--- config.mk ---
export PLATFORM = sky130hd
export DESIGN_NAME = if_stage_btb_flat
export DESIGN_NICKNAME = d
export VERILOG_FILES = /design/src/rtl/if_stage_btb_pkg.sv /design/src/rtl/if_stage_btb_if.sv /design/src/rtl/if_stage_btb_btb.sv /design/src/rtl/if_stage_btb.sv /design/src/flat_wrapper.sv
export SDC_FILE = /design/constraint.sdc
export NUM_CORES = 1
export LEC_CHECK = 0
export BUFFER_PORTS_ARGS = -buffer_cell sky130_fd_sc_hd__buf_4
export CAP_MARGIN = 20
export CORE_MARGIN = 4
export CORE_UTILIZATION = 40
export CTS_BUF_LIST = sky130_fd_sc_hd__clkbuf_4
export CTS_CLUSTER_DIAMETER = 40
export DETAILED_ROUTE_END_ITERATION = 10
export GPL_ROUTABILITY_DRIVEN = 0
export HOLD_SLACK_MARGIN = 0.15
export PLACE_DENSITY = 0.73
export SLEW_MARGIN = 10
export SYNTH_ARGS = -nofsm -noshare
export SYNTH_HDL_FRONTEND = slang
export SYNTH_SLANG_ARGS = --single-unit
--- constraint.sdc ---
create_clock -name clk -period 4.1 [get_ports clk]
set_clock_uncertainty 0.1 [all_clocks]
set_input_delay 0.41 -clock clk [delete_from_list [all_inputs] [get_ports clk]]
set_output_delay 0.41 -clock clk [all_outputs]
set_load 0.05 [all_outputs]
--- src/rtl/if_stage_btb_pkg.sv ---
// Shared constants and types for the fetch stage and its branch target buffer.
// The BTB is compiled in only when IF_BTB_EN is defined.
package if_stage_btb_pkg;

  localparam logic [31:0] NOP_INSTR        = 32'h00000013;
  localparam logic [31:0] DEFAULT_RESET_PC = 32'h00000000;

  localparam logic [6:0] OPC_OP_IMM = 7'b0010011;
  localparam logic [6:0] OPC_BRANCH = 7'b1100011;
  localparam logic [6:0] OPC_JAL    = 7'b1101111;
  localparam logic [6:0] OPC_JALR   = 7'b1100111;

  // Bit 1 is the taken/not-taken direction; bit 0 marks the weak states.
  typedef enum logic [1:0] {
    STRONG_NOT_TAKEN = 2'b00,
    WEAK_NOT_TAKEN   = 2'b01,
    STRONG_TAKEN     = 2'b10,
    WEAK_TAKEN       = 2'b11
  } btb_state_e;

  typedef struct packed {
    logic        taken;
    logic [31:0] target;
  } btb_pred_t;

  function automatic btb_state_e btb_next_state(input btb_state_e s, input logic taken);
    btb_state_e n;
    case (s)
      STRONG_NOT_TAKEN: n = taken ? WEAK_NOT_TAKEN : STRONG_NOT_TAKEN;
      WEAK_NOT_TAKEN:   n = taken ? WEAK_TAKEN     : STRONG_NOT_TAKEN;
      WEAK_TAKEN:       n = taken ? STRONG_TAKEN   : WEAK_NOT_TAKEN;
      default:          n = taken ? STRONG_TAKEN   : WEAK_TAKEN;
    endcase
    return n;
  endfunction

endpackage

--- src/rtl/if_stage_btb_if.sv ---
// Bundle of hazard-unit controls, EX-stage redirect/BTB training, instruction
// memory port and IF/ID outputs of the fetch stage.
interface if_stage_btb_if;

  logic        pc_en;
  logic        if_id_en;
  logic        if_id_flush;
  logic        modify_pc_ex;
  logic [31:0] ex_redirect_pc;
  logic        btb_upd_en;
  logic [31:0] btb_upd_pc;
  logic        btb_upd_taken;
  logic [31:0] btb_upd_target;
  logic [31:0] imem_addr;
  logic [31:0] imem_rdata;
  logic [31:0] if_id_instr;
  logic [31:0] if_id_pc;
  logic        if_id_pred_taken;
  logic [31:0] if_id_pred_target;
  logic        if_id_valid;

  modport master (
    output pc_en, if_id_en, if_id_flush, modify_pc_ex, ex_redirect_pc,
    output btb_upd_en, btb_upd_pc, btb_upd_taken, btb_upd_target,
    output imem_rdata,
    input  imem_addr, if_id_instr, if_id_pc, if_id_pred_taken,
    input  if_id_pred_target, if_id_valid
  );

  modport slave (
    input  pc_en, if_id_en, if_id_flush, modify_pc_ex, ex_redirect_pc,
    input  btb_upd_en, btb_upd_pc, btb_upd_taken, btb_upd_target,
    input  imem_rdata,
    output imem_addr, if_id_instr, if_id_pc, if_id_pred_taken,
    output if_id_pred_target, if_id_valid
  );

endinterface

--- src/rtl/if_stage_btb_btb.sv ---
// Direct-mapped branch target buffer with 2-bit counters; instantiated by
// if_stage_btb only when IF_BTB_EN is defined.
module if_btb
  import if_stage_btb_pkg::*;
#(
  parameter int unsigned ENTRIES = 16,
  parameter int unsigned IDX_W   = 4
) (
  input  logic        clk,
  input  logic        rst,
  input  logic [31:0] lookup_pc_i,
  output btb_pred_t   pred_o,
  input  logic        upd_en_i,
  input  logic [31:0] upd_pc_i,
  input  logic        upd_taken_i,
  input  logic [31:0] upd_target_i
);

  localparam int unsigned TAG_W = 32 - IDX_W - 2;

  logic             valid_q  [ENTRIES];
  logic [TAG_W-1:0] tag_q    [ENTRIES];
  logic [31:0]      target_q [ENTRIES];
  btb_state_e       state_q  [ENTRIES];

  logic [IDX_W-1:0] lk_idx;
  logic [TAG_W-1:0] lk_tag;
  logic             lk_hit;
  logic [IDX_W-1:0] upd_idx;
  logic [TAG_W-1:0] upd_tag;
  logic             upd_hit;
  logic             unused_lsb;

  assign lk_idx  = lookup_pc_i[IDX_W+1:2];
  assign lk_tag  = lookup_pc_i[31:IDX_W+2];
  assign upd_idx = upd_pc_i[IDX_W+1:2];
  assign upd_tag = upd_pc_i[31:IDX_W+2];
  assign unused_lsb = ^{lookup_pc_i[1:0], upd_pc_i[1:0]};

  // Lookup reads the arrays before this edge's update: no write-to-read bypass.
  always_comb begin
    lk_hit       = valid_q[lk_idx] && (tag_q[lk_idx] == lk_tag);
    pred_o.taken = lk_hit && state_q[lk_idx][1];
    pred_o.target = pred_o.taken ? target_q[lk_idx] : lookup_pc_i + 32'd4;
  end

  assign upd_hit = valid_q[upd_idx] && (tag_q[upd_idx] == upd_tag);

  always_ff @(posedge clk or posedge rst) begin
    if (rst) begin
      for (int unsigned i = 0; i < ENTRIES; i++) begin
        valid_q[i] <= 1'b0;
      end
    end else if (upd_en_i && upd_taken_i && !upd_hit) begin
      valid_q[upd_idx] <= 1'b1;
    end
  end

  // Payload arrays need no reset: an entry is ignored until its valid bit is set.
  always_ff @(posedge clk) begin
    if (upd_en_i) begin
      if (upd_hit) begin
        state_q[upd_idx] <= btb_next_state(state_q[upd_idx], upd_taken_i);
        if (upd_taken_i) begin
          target_q[upd_idx] <= upd_target_i;
        end
      end else if (upd_taken_i) begin
        tag_q[upd_idx]    <= upd_tag;
        target_q[upd_idx] <= upd_target_i;
        state_q[upd_idx]  <= WEAK_TAKEN;
      end
    end
  end

endmodule

--- src/rtl/if_stage_btb.sv ---
// Instruction-fetch stage: PC register, optional BTB prediction (IF_BTB_EN)
// and the IF/ID pipeline register.
module if_stage_btb
  import if_stage_btb_pkg::*;
#(
  parameter logic [31:0] RESET_PC    = DEFAULT_RESET_PC,
  parameter int unsigned BTB_ENTRIES = 16,
  parameter int unsigned BTB_IDX_W   = 4
) (
  input logic          clk,
  input logic          rst,
  if_stage_btb_if.slave bus
);

  logic [31:0] pc_q, pc_d;
  logic [31:0] pc_plus4;
  btb_pred_t   pred;

  logic [31:0] instr_q, instr_d;
  logic [31:0] id_pc_q, id_pc_d;
  logic        pt_q, pt_d;
  logic [31:0] ptgt_q, ptgt_d;
  logic        valid_q, valid_d;

  assign pc_plus4 = pc_q + 32'd4;

`ifdef IF_BTB_EN
  if_btb #(
    .ENTRIES(BTB_ENTRIES),
    .IDX_W  (BTB_IDX_W)
  ) u_btb (
    .clk         (clk),
    .rst         (rst),
    .lookup_pc_i (pc_q),
    .pred_o      (pred),
    .upd_en_i    (bus.btb_upd_en),
    .upd_pc_i    (bus.btb_upd_pc),
    .upd_taken_i (bus.btb_upd_taken),
    .upd_target_i(bus.btb_upd_target)
  );
`else
  logic unused_btb;

  assign pred.taken  = 1'b0;
  assign pred.target = '0;
  assign unused_btb  = ^{bus.btb_upd_en, bus.btb_upd_pc, bus.btb_upd_taken,
                         bus.btb_upd_target, 32'(BTB_ENTRIES), 32'(BTB_IDX_W)};
`endif

  // Redirect from EX wins even while the hazard unit stalls the PC.
  always_comb begin
    pc_d = pc_q;
    if (bus.modify_pc_ex) begin
      pc_d = bus.ex_redirect_pc;
    end else if (bus.pc_en) begin
      pc_d = pred.taken ? pred.target : pc_plus4;
    end
  end

  always_comb begin
    instr_d = instr_q;
    id_pc_d = id_pc_q;
    pt_d    = pt_q;
    ptgt_d  = ptgt_q;
    valid_d = valid_q;
    if (bus.if_id_flush || bus.modify_pc_ex) begin
      instr_d = NOP_INSTR;
      id_pc_d = '0;
      pt_d    = 1'b0;
      ptgt_d  = '0;
      valid_d = 1'b0;
    end else if (bus.if_id_en) begin
      instr_d = bus.imem_rdata;
      id_pc_d = pc_q;
      pt_d    = pred.taken;
      ptgt_d  = pred.target;
      valid_d = 1'b1;
    end
  end

  always_ff @(posedge clk or posedge rst) begin
    if (rst) begin
      pc_q    <= RESET_PC;
      instr_q <= NOP_INSTR;
      id_pc_q <= '0;
      pt_q    <= 1'b0;
      ptgt_q  <= '0;
      valid_q <= 1'b0;
    end else begin
      pc_q    <= pc_d;
      instr_q <= instr_d;
      id_pc_q <= id_pc_d;
      pt_q    <= pt_d;
      ptgt_q  <= ptgt_d;
      valid_q <= valid_d;
    end
  end

  assign bus.imem_addr         = pc_q;
  assign bus.if_id_instr       = instr_q;
  assign bus.if_id_pc          = id_pc_q;
  assign bus.if_id_pred_taken  = pt_q;
  assign bus.if_id_pred_target = ptgt_q;
  assign bus.if_id_valid       = valid_q;

endmodule

--- src/flat_wrapper.sv ---
// flat-port wrapper written by rule: the top's interface ports become plain ports
module if_stage_btb_flat import if_stage_btb_pkg::*;
#(
  parameter logic [31:0] RESET_PC    = DEFAULT_RESET_PC,
  parameter int unsigned BTB_ENTRIES = 16,
  parameter int unsigned BTB_IDX_W   = 4
)
  (clk, rst, bus_pc_en, bus_if_id_en, bus_if_id_flush, bus_modify_pc_ex, bus_ex_redirect_pc, bus_btb_upd_en, bus_btb_upd_pc, bus_btb_upd_taken, bus_btb_upd_target, bus_imem_rdata, bus_imem_addr, bus_if_id_instr, bus_if_id_pc, bus_if_id_pred_taken, bus_if_id_pred_target, bus_if_id_valid);
  if_stage_btb_if bus_i ();
  input logic clk;
  input logic rst;
  input wire logic [$bits(bus_i.pc_en)-1:0] bus_pc_en;
  input wire logic [$bits(bus_i.if_id_en)-1:0] bus_if_id_en;
  input wire logic [$bits(bus_i.if_id_flush)-1:0] bus_if_id_flush;
  input wire logic [$bits(bus_i.modify_pc_ex)-1:0] bus_modify_pc_ex;
  input wire logic [$bits(bus_i.ex_redirect_pc)-1:0] bus_ex_redirect_pc;
  input wire logic [$bits(bus_i.btb_upd_en)-1:0] bus_btb_upd_en;
  input wire logic [$bits(bus_i.btb_upd_pc)-1:0] bus_btb_upd_pc;
  input wire logic [$bits(bus_i.btb_upd_taken)-1:0] bus_btb_upd_taken;
  input wire logic [$bits(bus_i.btb_upd_target)-1:0] bus_btb_upd_target;
  input wire logic [$bits(bus_i.imem_rdata)-1:0] bus_imem_rdata;
  output wire logic [$bits(bus_i.imem_addr)-1:0] bus_imem_addr;
  output wire logic [$bits(bus_i.if_id_instr)-1:0] bus_if_id_instr;
  output wire logic [$bits(bus_i.if_id_pc)-1:0] bus_if_id_pc;
  output wire logic [$bits(bus_i.if_id_pred_taken)-1:0] bus_if_id_pred_taken;
  output wire logic [$bits(bus_i.if_id_pred_target)-1:0] bus_if_id_pred_target;
  output wire logic [$bits(bus_i.if_id_valid)-1:0] bus_if_id_valid;
  assign bus_i.pc_en = bus_pc_en;
  assign bus_i.if_id_en = bus_if_id_en;
  assign bus_i.if_id_flush = bus_if_id_flush;
  assign bus_i.modify_pc_ex = bus_modify_pc_ex;
  assign bus_i.ex_redirect_pc = bus_ex_redirect_pc;
  assign bus_i.btb_upd_en = bus_btb_upd_en;
  assign bus_i.btb_upd_pc = bus_btb_upd_pc;
  assign bus_i.btb_upd_taken = bus_btb_upd_taken;
  assign bus_i.btb_upd_target = bus_btb_upd_target;
  assign bus_i.imem_rdata = bus_imem_rdata;
  assign bus_imem_addr = bus_i.imem_addr;
  assign bus_if_id_instr = bus_i.if_id_instr;
  assign bus_if_id_pc = bus_i.if_id_pc;
  assign bus_if_id_pred_taken = bus_i.if_id_pred_taken;
  assign bus_if_id_pred_target = bus_i.if_id_pred_target;
  assign bus_if_id_valid = bus_i.if_id_valid;
  if_stage_btb #(.RESET_PC(RESET_PC), .BTB_ENTRIES(BTB_ENTRIES), .BTB_IDX_W(BTB_IDX_W)) u_core (.clk(clk), .rst(rst), .bus(bus_i));
endmodule
Word level (Yosys, flattened, before mapping)
Cells that the tools add are included.
{"block": "totals", "register_bits": 130, "in_bits": 136, "word_cells": 22}
{"block": "op_classes", "n_mux": 12, "reduce_logical": 3, "add_sub_neg": 1}
{"op": "2-to-1 mux 32 bit", "count": 8}
{"op": "adder 32 x 3 -> 32 bit, second input constant", "count": 1}
{"op": "2-to-1 mux 1 bit", "count": 4}
{"op": "nonzero test 2 bit", "count": 2}
{"op": "logical OR 1 bit", "count": 1}

Longest topological paths before layout
Gate-level depths: netlist of run 1.
{"block": "depth", "ltp_word": 3, "ltp_mapped": 6, "mapped_depth_nobuf": 5}

Worst setup path before layout of run 1
No wires, ideal clock.
{"block": "synth_timing", "path_type": "register -> register", "start": "reg u_core.pc_q[9] (netlist: u_core.bus.imem_addr[9])", "end": "reg u_core.pc_q[23] (netlist: u_core.bus.imem_addr[23])", "slack_ns": 1.694, "path_stages_with_launch": 6, "t_required_ns": 3.918, "arrival_time_ns": 2.224, "period_less_slack_ns": 2.406, "cell_sequence": "dfrtp_1 > nand3_2 > or4_4 > buf_6 > or4_1 > a31oi_1"}
{"block": "synth_via", "elab_chain_cells": 3}
{"item": "start: declaration", "line": "if_stage_btb.sv:15", "rtl": "logic [31:0] pc_q, pc_d;"}
{"item": "start signal: assignment", "line": "if_stage_btb.sv:90", "rtl": "pc_q <= pc_d;"}
{"item": "adder 32 x 3 -> 32 bit", "line": "if_stage_btb.sv:25", "rtl": "assign pc_plus4 = pc_q + 32'd4;"}
{"item": "2-to-1 mux 32 bit", "line": "if_stage_btb.sv:55", "rtl": "end else if (bus.pc_en) begin"}
{"item": "2-to-1 mux 32 bit", "line": "if_stage_btb.sv:53", "rtl": "if (bus.modify_pc_ex) begin"}
No other way between the ends. The select of a mux whose other input is x is not followed.
A chain may end at the register's enable or synchronous reset.

Worst setup path in the final report of run 1
{"block": "layout_timing", "start": "reg u_core.pc_q[9] (netlist: u_core.bus.imem_addr[9])", "end": "reg u_core.pc_q[30] (netlist: u_core.bus.imem_addr[30])"}
Same word-level chain as after synthesis.

==> metrics.csv, run 1 <==
metric,value,unit
Rows,37,
fin crit period,2.29,ns
Synth Warn #,0,
Boundary Pins,266,
critical path cell sequence,nand3_2 -> or4_4 -> or4_1 -> a31oi_1,
CP endpoint kind,flop,
Slew @ Worst Pin,1.10,ns
Post-synth ARST share,100,%
fmax,437,MHz
buffer levels on the longest clock path,2,
share of cells above drive strength 1,31.7,%
number of global-route vias before repair,3875,
placed insts,668,
post-cts resize count,0,
TNS Setup,0,ns
antenna cells,0,
# DRC,0,
dpl hpwl,7910,µm
synthesis-to-finish area growth,48.9,%
mean post-synth cell area,11.1,µm²
"Clk pin slew, worst setup/hold paths",0.15,ns
crit share post-route,55.8,%
Critical-path top delay cell,or4_4,
starting DRC count in detailed routing,277,
Peak VDD IR,0.281,mV
top_reg_cell synth,dfrtp_1,
worst stage delay on the critical path,0.69,ns
CTS Sinks,97,
status,finished clean,
Avg WL per Cell,16.8,µm
initial core utilization,41.3,%
CP Max Fanout,22,
Yosys reg bits,97,
Crit Path Category,reg -> reg,
Worst Path Required,4.39,ns
multi-input logic area,1620,µm²
hold depth,3,
total CTS buffers,9,
"Slew Viols, Final",0,
"antenna viol nets, final",0,
antenna violations before repair,0,
Mapped Cells,389,
first-pass GRT wire length,20200,µm
Power Density,351,nW/µm²
final hold violations,0,
total number of vias,3857,
Post-synth EDFFs,0,
post-synthesis cell type count,35,
"Clk Latency, worst-skew pair",0.47,ns
die area,12500,µm²
total wirelength of the detailed-routed design,12700,µm
total power,0.00225,W
layout net count,750,
Layout fillers,792,
htree depth,3,
die height,112,µm
hold crit path type,in -> reg,
CTS tree,done,
Port Buffers,166,
Worst Setup Start Kind,flop,
FF-to-FF path depth,4,
Synth Cell Area,4310,µm²
Pleak,3.09,nW
largest net degree at the start of global routing,81,
max-cap viol count,0,
GRT Total Usage,19.9,%
post-CTS setup buffers,0,
area occupied by registers,2430,µm²
die width,112,µm
Worst EP arrival,2.58,ns
1st-pass router iterations,4,
slew margin rel.,26.3,%
post-synthesis sequential area ratio,56.4,%
area of the core,10400,µm²
hold buffer count at CTS,69,
final cell count without fillers,754,
Via density,5.12,
clock root buffer master,clkbuf_4,
GRT Residual Overflow,0,
final setup fails,0,
unrepaired setup endpoints after global routing,no,
cells in the mapped netlist, types with 4 or more instances:
master | instances | area share [%]
dfrtp_1 | 94 | 55
xnor2_1 | 6 | 1.2
or4_1 | 12 | 2.1
xor2_1 | 7 | 1.4
inv_1 | 7 | 0.61
or3_1 | 4 | 0.58
nand2_1 | 32 | 2.8
o31ai_1 | 9 | 1.6
a31oi_1 | 12 | 1.7
o21ai_0 | 23 | 2.7
buf_4 | 33 | 5.8
nand3_1 | 13 | 1.5
nand4_1 | 11 | 1.6
buf_1 | 5 | 0.44
clkbuf_1 | 19 | 1.7
a22o_1 | 55 | 11
nor2_1 | 15 | 1.3
kinds of logic after synthesis:
group,synth area share [%]
muxes,0.755
other,0.0871
AOI/OAI and AO/OA,18.8
adders and majority gates,0.290
DFF,56.4
xor gates and xnor gates,2.64
buffers and inverters,8.80
and+or+nand+nor,12.2
worst max-delay path: cells and delay by family (launching register included):
| family | cells | cell delay, ns |
|---|---|---|
| simple gates | 3 | 1.39 |
| flops | 1 | 0.54 |
| compound gates | 1 | 0.18 |
power breakdown:
part | internal, W | total, W | switching, W | leakage [nW]
combinational | 0.000204 | 0.000590 | 0.000386 | 1.75
sequential | 0.00101 | 0.00107 | 0.0000651 | 1.26
clock | 0.000256 | 0.000584 | 0.000328 | 0.0828
through the flow:
| stage | worst slack [ns] | cell area, µm² | utilization, % | hold slack [ns] |
|---|---|---|---|---|
| floorplan | 1.06 | 4430 | - | 0.430 |
| global placement | 1.87 | 5530 | 53.0 | 0.366 |
| detailed placement | 1.84 | 5530 | 53.0 | 0.377 |
| CTS | 1.82 | 6380 | 61.3 | 0.188 |
| global route | 1.71 | 6410 | 61.5 | 0.196 |
| finish | 1.81 | 6410 | 61.5 | 0.250 |
final timing paths:
kind / from / endpoint / slack, ns
max: u_core.bus.imem_addr[9]$_DFFE_PP0N_ / u_core.bus.imem_addr[30]$_DFFE_PP0N_ / 1.81
min: bus_if_id_flush / u_core.bus.if_id_instr[0]$_DFFE_PP1P_ / 0.25
max reg2reg: u_core.bus.imem_addr[9]$_DFFE_PP0N_ / u_core.bus.imem_addr[30]$_DFFE_PP0N_ / 1.81
min reg2reg: u_core.bus.if_id_pc[27]$_DFFE_PP0P_ / u_core.bus.if_id_pc[27]$_DFFE_PP0P_ / 0.41
max in group asynchronous: rst / u_core.bus.if_id_instr[1]$_DFFE_PP1P_ / 2.88
min in group asynchronous: rst / u_core.bus.if_id_instr[11]$_DFFE_PP0P_ / 0.39
per-layer routing:
| metal | global-route usage (%) | wire [µm] | vias up |
|---|---|---|---|
| li1 | - | - | 1810 |
| met1 | 25.8 | 5410 | 1867 |
| met2 | 32.5 | 6220 | 170 |
| met3 | 5.43 | 918 | 10 |
| met4 | 6.33 | 106 | 0 |
| met5 | 0 | 0 | - |
placed cells by master, fill, tap and decap left out, types with 3 or more instances in the layout:
master / n
a22o_1: 55
a31oi_1: 12
and4_1: 3
buf_4: 169
clkbuf_4: 10
conb_1: 33
dfrtp_1: 94
dfstp_2: 3
dlygate4sd3_1: 69
inv_1: 6
nand2_1: 32
nand3_1: 13
nand4_1: 11
nor2_1: 15
o21ai_0: 23
o22a_1: 3
o31ai_1: 9
or3_1: 4
or4_1: 12
xnor2_1: 6
xor2_1: 7
registers in the layout, indices dropped and copies added (netlist names):
name                    flops
u_core.bus.if_id_instr     32
u_core.bus.if_id_pc        32
u_core.bus.if_id_valid      1
u_core.bus.imem_addr       32
layout make-up:
type | count | share of cell area (%)
multi-input cells | 258 | 25.3
well taps | 136 | 2.65
clock inverters | 6 | 1.44
clock buffers | 10 | 1.17
inverters | 8 | 0.507
repair buffers | 239 | 31.0
flip-flops and latches | 97 | 37.9
Power figures use the tool's default switching activity.
==> run 2: changes to the inputs <==
--- a/config.mk
+++ b/config.mk
@@ -14,7 +14,7 @@
 export DETAILED_ROUTE_END_ITERATION = 10
 export GPL_ROUTABILITY_DRIVEN = 0
 export HOLD_SLACK_MARGIN = 0.15
-export PLACE_DENSITY = 0.73
+export PLACE_DENSITY = 0.76
 export SLEW_MARGIN = 10
 export SYNTH_ARGS = -nofsm -noshare
 export SYNTH_HDL_FRONTEND = slang
==> constraint.sdc (replaced) <==
create_clock -name clk -period 2.07 [get_ports clk]
set_clock_uncertainty 0.1 [all_clocks]
set_input_delay 0.207 -clock clk [delete_from_list [all_inputs] [get_ports clk]]
set_output_delay 0.207 -clock clk [all_outputs]
set_load 0.05 [all_outputs]
==> run 2 against run 1 <==
Against the previous run: die area unchanged; routed wire length rose by 1.8%; combinational power increased by 110%; utilization rose by 2.5 points; sequential power rose by 97%; critical path depth unchanged; non-clock buffer count is 24 higher; maximum frequency up 15%; sequential share of layout area fell by 1.1 points; setup slack worse by 1.7 ns; cell count rose by 3.7%; critical path type unchanged; highest routed layer unchanged.
==> metrics.csv, run 2 (synthesis results as in run 1) <==
metric,value,unit
total number of vias,4001,
"Slew Viols, Final",0,
Peak VDD IR,0.346,mV
status,finished clean,
GRT Total Usage,20.6,%
Pleak,3.18,nW
synthesis-to-finish area growth,55.0,%
buffer levels on the longest clock path,2,
Rows,37,
R2R Setup Slk,0.09,ns
worst stage delay on the critical path,0.55,ns
"Clk pin slew, worst setup/hold paths",0.15,ns
layout net count,776,
# DRC,0,
critical path cell sequence,nand3_4 -> or4_4 -> or4_1 -> a31oi_1,
fmax,504,MHz
crit share post-route,95.8,%
CTS Sinks,97,
Port Buffers,166,
Critical-path top delay cell,or4_4,
Worst Path Required,2.35,ns
first-pass GRT wire length,20800,µm
die area,12500,µm²
final cell count without fillers,782,
fin area,6680,µm²
"antenna viol nets, final",0,
"Clk Latency, worst-skew pair",0.45,ns
number of global-route vias before repair,4054,
die width,112,µm
total wirelength of the detailed-routed design,12900,µm
share of cells above drive strength 1,37.0,%
final setup fails,0,
Worst EP arrival,2.27,ns
die height,112,µm
clock root buffer master,clkbuf_4,
Avg WL per Cell,16.5,µm
CP endpoint kind,flop,
hold crit path type,in -> reg,
GRT Residual Overflow,0,
Placement Cell Area,5720,µm²
total power,0.00448,W
Layout fillers,791,
"commonest non-fill, non-tap cell in the layout",buf_4,
Setup Slack @ Placement,0.0618,ns
unrepaired setup endpoints after global routing,no,
dpl hpwl,8230,µm
TNS Setup,0,ns
largest net degree at the start of global routing,98,
Boundary Pins,266,
placed insts,687,
Crit Path Category,reg -> reg,
Final WS setup,0.0865,ns
final hold violations,0,
Slew @ Worst Pin,0.537,ns
Via density,5.12,
starting DRC count in detailed routing,192,
total CTS buffers,9,
fin crit period,1.98,ns
Power Density,670,nW/µm²
initial core utilization,41.3,%
"Buf+Inv Stages, Crit Path",0,
antenna violations before repair,1,
largest delay contributor family on the critical path,simple AND/OR/NAND/NOR gates,
Worst Setup Start Kind,flop,
htree depth,3,
CTS tree,done,
area of the core,10400,µm²
max-cap viol count,0,
1st-pass router iterations,7,
"commonest cells after routing, fill and taps aside","187 x buf_4, 75 x dlygate4sd3_1, 75 x dfrtp_1, 55 x a22o_1, 33 x conb_1",
CP Max Fanout,6,
slew margin rel.,64.2,%
==> run 2: cell count changes in the layout (fill, tap and decap cells not counted), moves of 2 or more <==
cell / change
buf_4: +18
clkinv_1: +2
clkinv_4: -2
dfrtp_1: -19
dfrtp_2: +19
diode_2: +2
dlygate4sd3_1: +6
nand3_1: -3
nand3_4: +2
or4_4: +3
==> run 2: where the power goes <==
group	internal (W)	total [W]	switching (W)
Combinational	0.000443	0.00125	0.000804
Sequential	0.00201	0.00211	0.000106
Clock	0.000499	0.00112	0.000618
==> run 2: per-stage QoR <==
stage | hold WS, ns | utilization [%]
finish | 0.182 | 64.1
global placement | 0.290 | 54.9
detailed placement | 0.300 | 54.9
CTS | 0.159 | 63.6
floorplan | 0.227 | -
global route | 0.215 | 64.1
==> run 2: final timing paths <==
kind | depth (start not counted) | end | start
max in group asynchronous | 4 | u_core.bus.imem_addr[16]$_DFFE_PP0N_ | rst
worst min-delay path | 5 | u_core.bus.if_id_pc[17]$_DFFE_PP0P_ | bus_if_id_flush
worst max register to register | 4 | u_core.bus.imem_addr[29]$_DFFE_PP0N_ | u_core.bus.imem_addr[17]$_DFFE_PP0N_
min in group asynchronous | 4 | u_core.bus.if_id_instr[5]$_DFFE_PP0P_ | rst
worst min register to register | 2 | u_core.bus.if_id_pc[19]$_DFFE_PP0P_ | u_core.bus.if_id_pc[19]$_DFFE_PP0P_
worst max-delay path | 4 | u_core.bus.imem_addr[29]$_DFFE_PP0N_ | u_core.bus.imem_addr[17]$_DFFE_PP0N_
==> run 2: area by class of cell <==
type | count | area (µm²) | area share (%)
Clock inverter | 6 | 81.3 | 1.22
Multi-Input combinational cell | 260 | 1680 | 25.2
Inverter | 8 | 33.8 | 0.506
Antenna cell | 2 | 5.00 | 0.0750
Sequential cell | 97 | 2450 | 36.8
Tap cell | 136 | 170 | 2.55
Timing Repair Buffer | 263 | 2170 | 32.6
Clock buffer | 10 | 75.1 | 1.12
==> run 2: layer usage <==
layer	GRT usage, %	up-vias	share of wire [%]
li1	-	1886	-
met1	26.6	1954	43
met2	34.9	145	50
met3	4.02	16	5.7
met4	6.81	0	1.7
met5	0	-	0
==> run 2: what timing repair did <==
action,in CTS,in global routing
setup endpoints to repair,0,11
setup buffers,0,0
hold endpoints to repair,166,0
gates resized for setup,0,6
hold buffers,75,0
==> run 2: worst reg2reg max path: cells and delay by family (launching register included) <==
family / cells / cell delay [ns]
AND/OR/NAND/NOR: 3 / 1.19
flip-flops: 1 / 0.46
AO/OA/AOI/OAI: 1 / 0.17
==> run 3: changes to the inputs <==
--- a/config.mk
+++ b/config.mk
@@ -14,6 +14,7 @@
 export DETAILED_ROUTE_END_ITERATION = 10
 export GPL_ROUTABILITY_DRIVEN = 0
 export HOLD_SLACK_MARGIN = 0.15
+export MAX_ROUTING_LAYER = met4
 export PLACE_DENSITY = 0.76
 export SLEW_MARGIN = 10
 export SYNTH_ARGS = -nofsm -noshare
==> run 3 against run 2 <==
Against the previous run: sequential power about the same; clock power about the same; sequential share of layout area up 0.069 points; global-route usage up 0.62 points; cell area down 0.19%; largest power group unchanged.
==> metrics.csv, run 3 (synthesis results as in run 1) <==
metric,value,unit
status,finished clean,
Boundary Pins,266,
starting DRC count in detailed routing,195,
first-pass GRT wire length,20900,µm
layout net count,776,
area of the core,10400,µm²
number of global-route vias before repair,4065,
crit share post-route,97.0,%
GRT Total Usage,21.2,%
Layout fillers,790,
Crit Path Category,reg -> reg,
CP endpoint kind,flop,
"commonest non-fill, non-tap cell in the layout",buf_4,
hold crit path type,in -> reg,
Placement Cell Area,5720,µm²
share of cells above drive strength 1,37.0,%
unrepaired setup endpoints after global routing,no,
Switching Share,34.2,%
fin crit period,2.01,ns
clock power share,25.0,%
dpl hpwl,8230,µm
fin area,6660,µm²
P_int,0.00295,W
buffer levels on the longest clock path,2,
largest net degree at the start of global routing,98,
total wirelength of the detailed-routed design,12900,µm
Comb pwr share,27.9,%
placed insts,687,
clock root buffer master,clkbuf_4,
total CTS buffers,9,
htree depth,3,
antenna violations before repair,0,
Peak VDD IR,0.346,mV
fmax,498,MHz
# DRC,0,
Slew @ Worst Pin,0.540,ns
Worst Setup Start Kind,flop,
die width,112,µm
Pleak,3.18,nW
total number of vias,4000,
antenna cells,0,
CTS Sinks,97,
"Clk Latency, worst-skew pair",0.45,ns
"Clk pin slew, worst setup/hold paths",0.16,ns
total power,0.00448,W
GRT Residual Overflow,0,
Rows,37,
Worst Path Required,2.33,ns
CTS tree,done,
post-CTS setup buffers,0,
"commonest cells after routing, fill and taps aside","187 x buf_4, 75 x dlygate4sd3_1, 75 x dfrtp_1, 55 x a22o_1, 33 x conb_1",
Port Buffers,166,
Via density,5.13,
final setup fails,0,
"antenna viol nets, final",0,
Power Density,672,nW/µm²
1st-pass router iterations,5,
Seq pwr share,47.1,%
Avg WL per Cell,16.6,µm
synthesis-to-finish area growth,54.7,%
slew margin rel.,64.0,%
NetSw,0.00153,W
initial core utilization,41.3,%
"Slew Viols, Final",0,
final hold violations,0,
hold slack final,0.176,ns
final cell count without fillers,780,
Worst EP arrival,2.26,ns
CP Max Fanout,6,
max-cap viol count,0,
die area,12500,µm²
die height,112,µm
## run 3: what timing repair did
item / CTS / global route
hold buffers: 75 / 0
gates resized for setup: 0 / 5
endpoints found under the setup margin: 0 / 10
endpoints found under the hold margin: 166 / 0
## run 3: final timing paths
check,from,to,slack (ns),cells after the start
min in group asynchronous,rst,u_core.bus.if_id_instr[5]$_DFFE_PP0P_,0.30,4
worst min-delay path,bus_if_id_flush,u_core.bus.if_id_pc[21]$_DFFE_PP0P_,0.18,4
max in group asynchronous,rst,u_core.bus.imem_addr[16]$_DFFE_PP0N_,1.07,4
worst max-delay path,u_core.bus.imem_addr[14]$_DFFE_PP0N_,u_core.bus.imem_addr[25]$_DFFE_PP0N_,0.06,4
worst max register to register,u_core.bus.imem_addr[14]$_DFFE_PP0N_,u_core.bus.imem_addr[25]$_DFFE_PP0N_,0.06,4
worst min register to register,u_core.bus.if_id_pc[19]$_DFFE_PP0P_,u_core.bus.if_id_pc[19]$_DFFE_PP0P_,0.40,2
## run 3: cell type report
cell class	count	area (µm²)	area share, %
clock buffers	10	75.1	1.13
clock inverters	6	81.3	1.22
inverters	8	33.8	0.507
multi-input cells	260	1670	25.1
flip-flops and latches	97	2450	36.8
well taps	136	170	2.55
repair buffers	263	2170	32.6
## run 3: layer usage
layer,routed length (µm),global-route usage (%)
met1,5530,27.0
met2,6380,34.8
met3,788,3.53
met4,223,6.81
met5,0,-
## run 3: critical path, cell delays in order, from the launching register on
cell and delay, ns:
dfrtp_2 0.40, nand3_2 0.16, or4_4 0.61, or4_1 0.48, a31oi_1 0.18
## run 3: power groups by stage
| stage | clock [W] | sequential (W) | combinational, W |
|---|---|---|---|
| final | 0.00112 | 0.00211 | 0.00125 |
| after global routing | 0.00123 | 0.00213 | 0.00132 |
| after CTS | 0.00115 | 0.00211 | 0.00124 |
| after detailed placement | 0 | 0.00214 | 0.00112 |
| after global placement | 0 | 0.00214 | 0.00111 |
| after floorplan | 0 | 0.00251 | 0.000402 |
## run 3: metrics by stage
stage,worst slack [ns],util [%],setup TNS [ns]
after global placement,0.0948,54.9,0
after global routing,0.00464,64.0,0
after CTS,0.0320,63.6,0
final,0.0629,64.0,0
after floorplan,-0.0534,-,-0.314
after detailed placement,0.0618,54.9,0
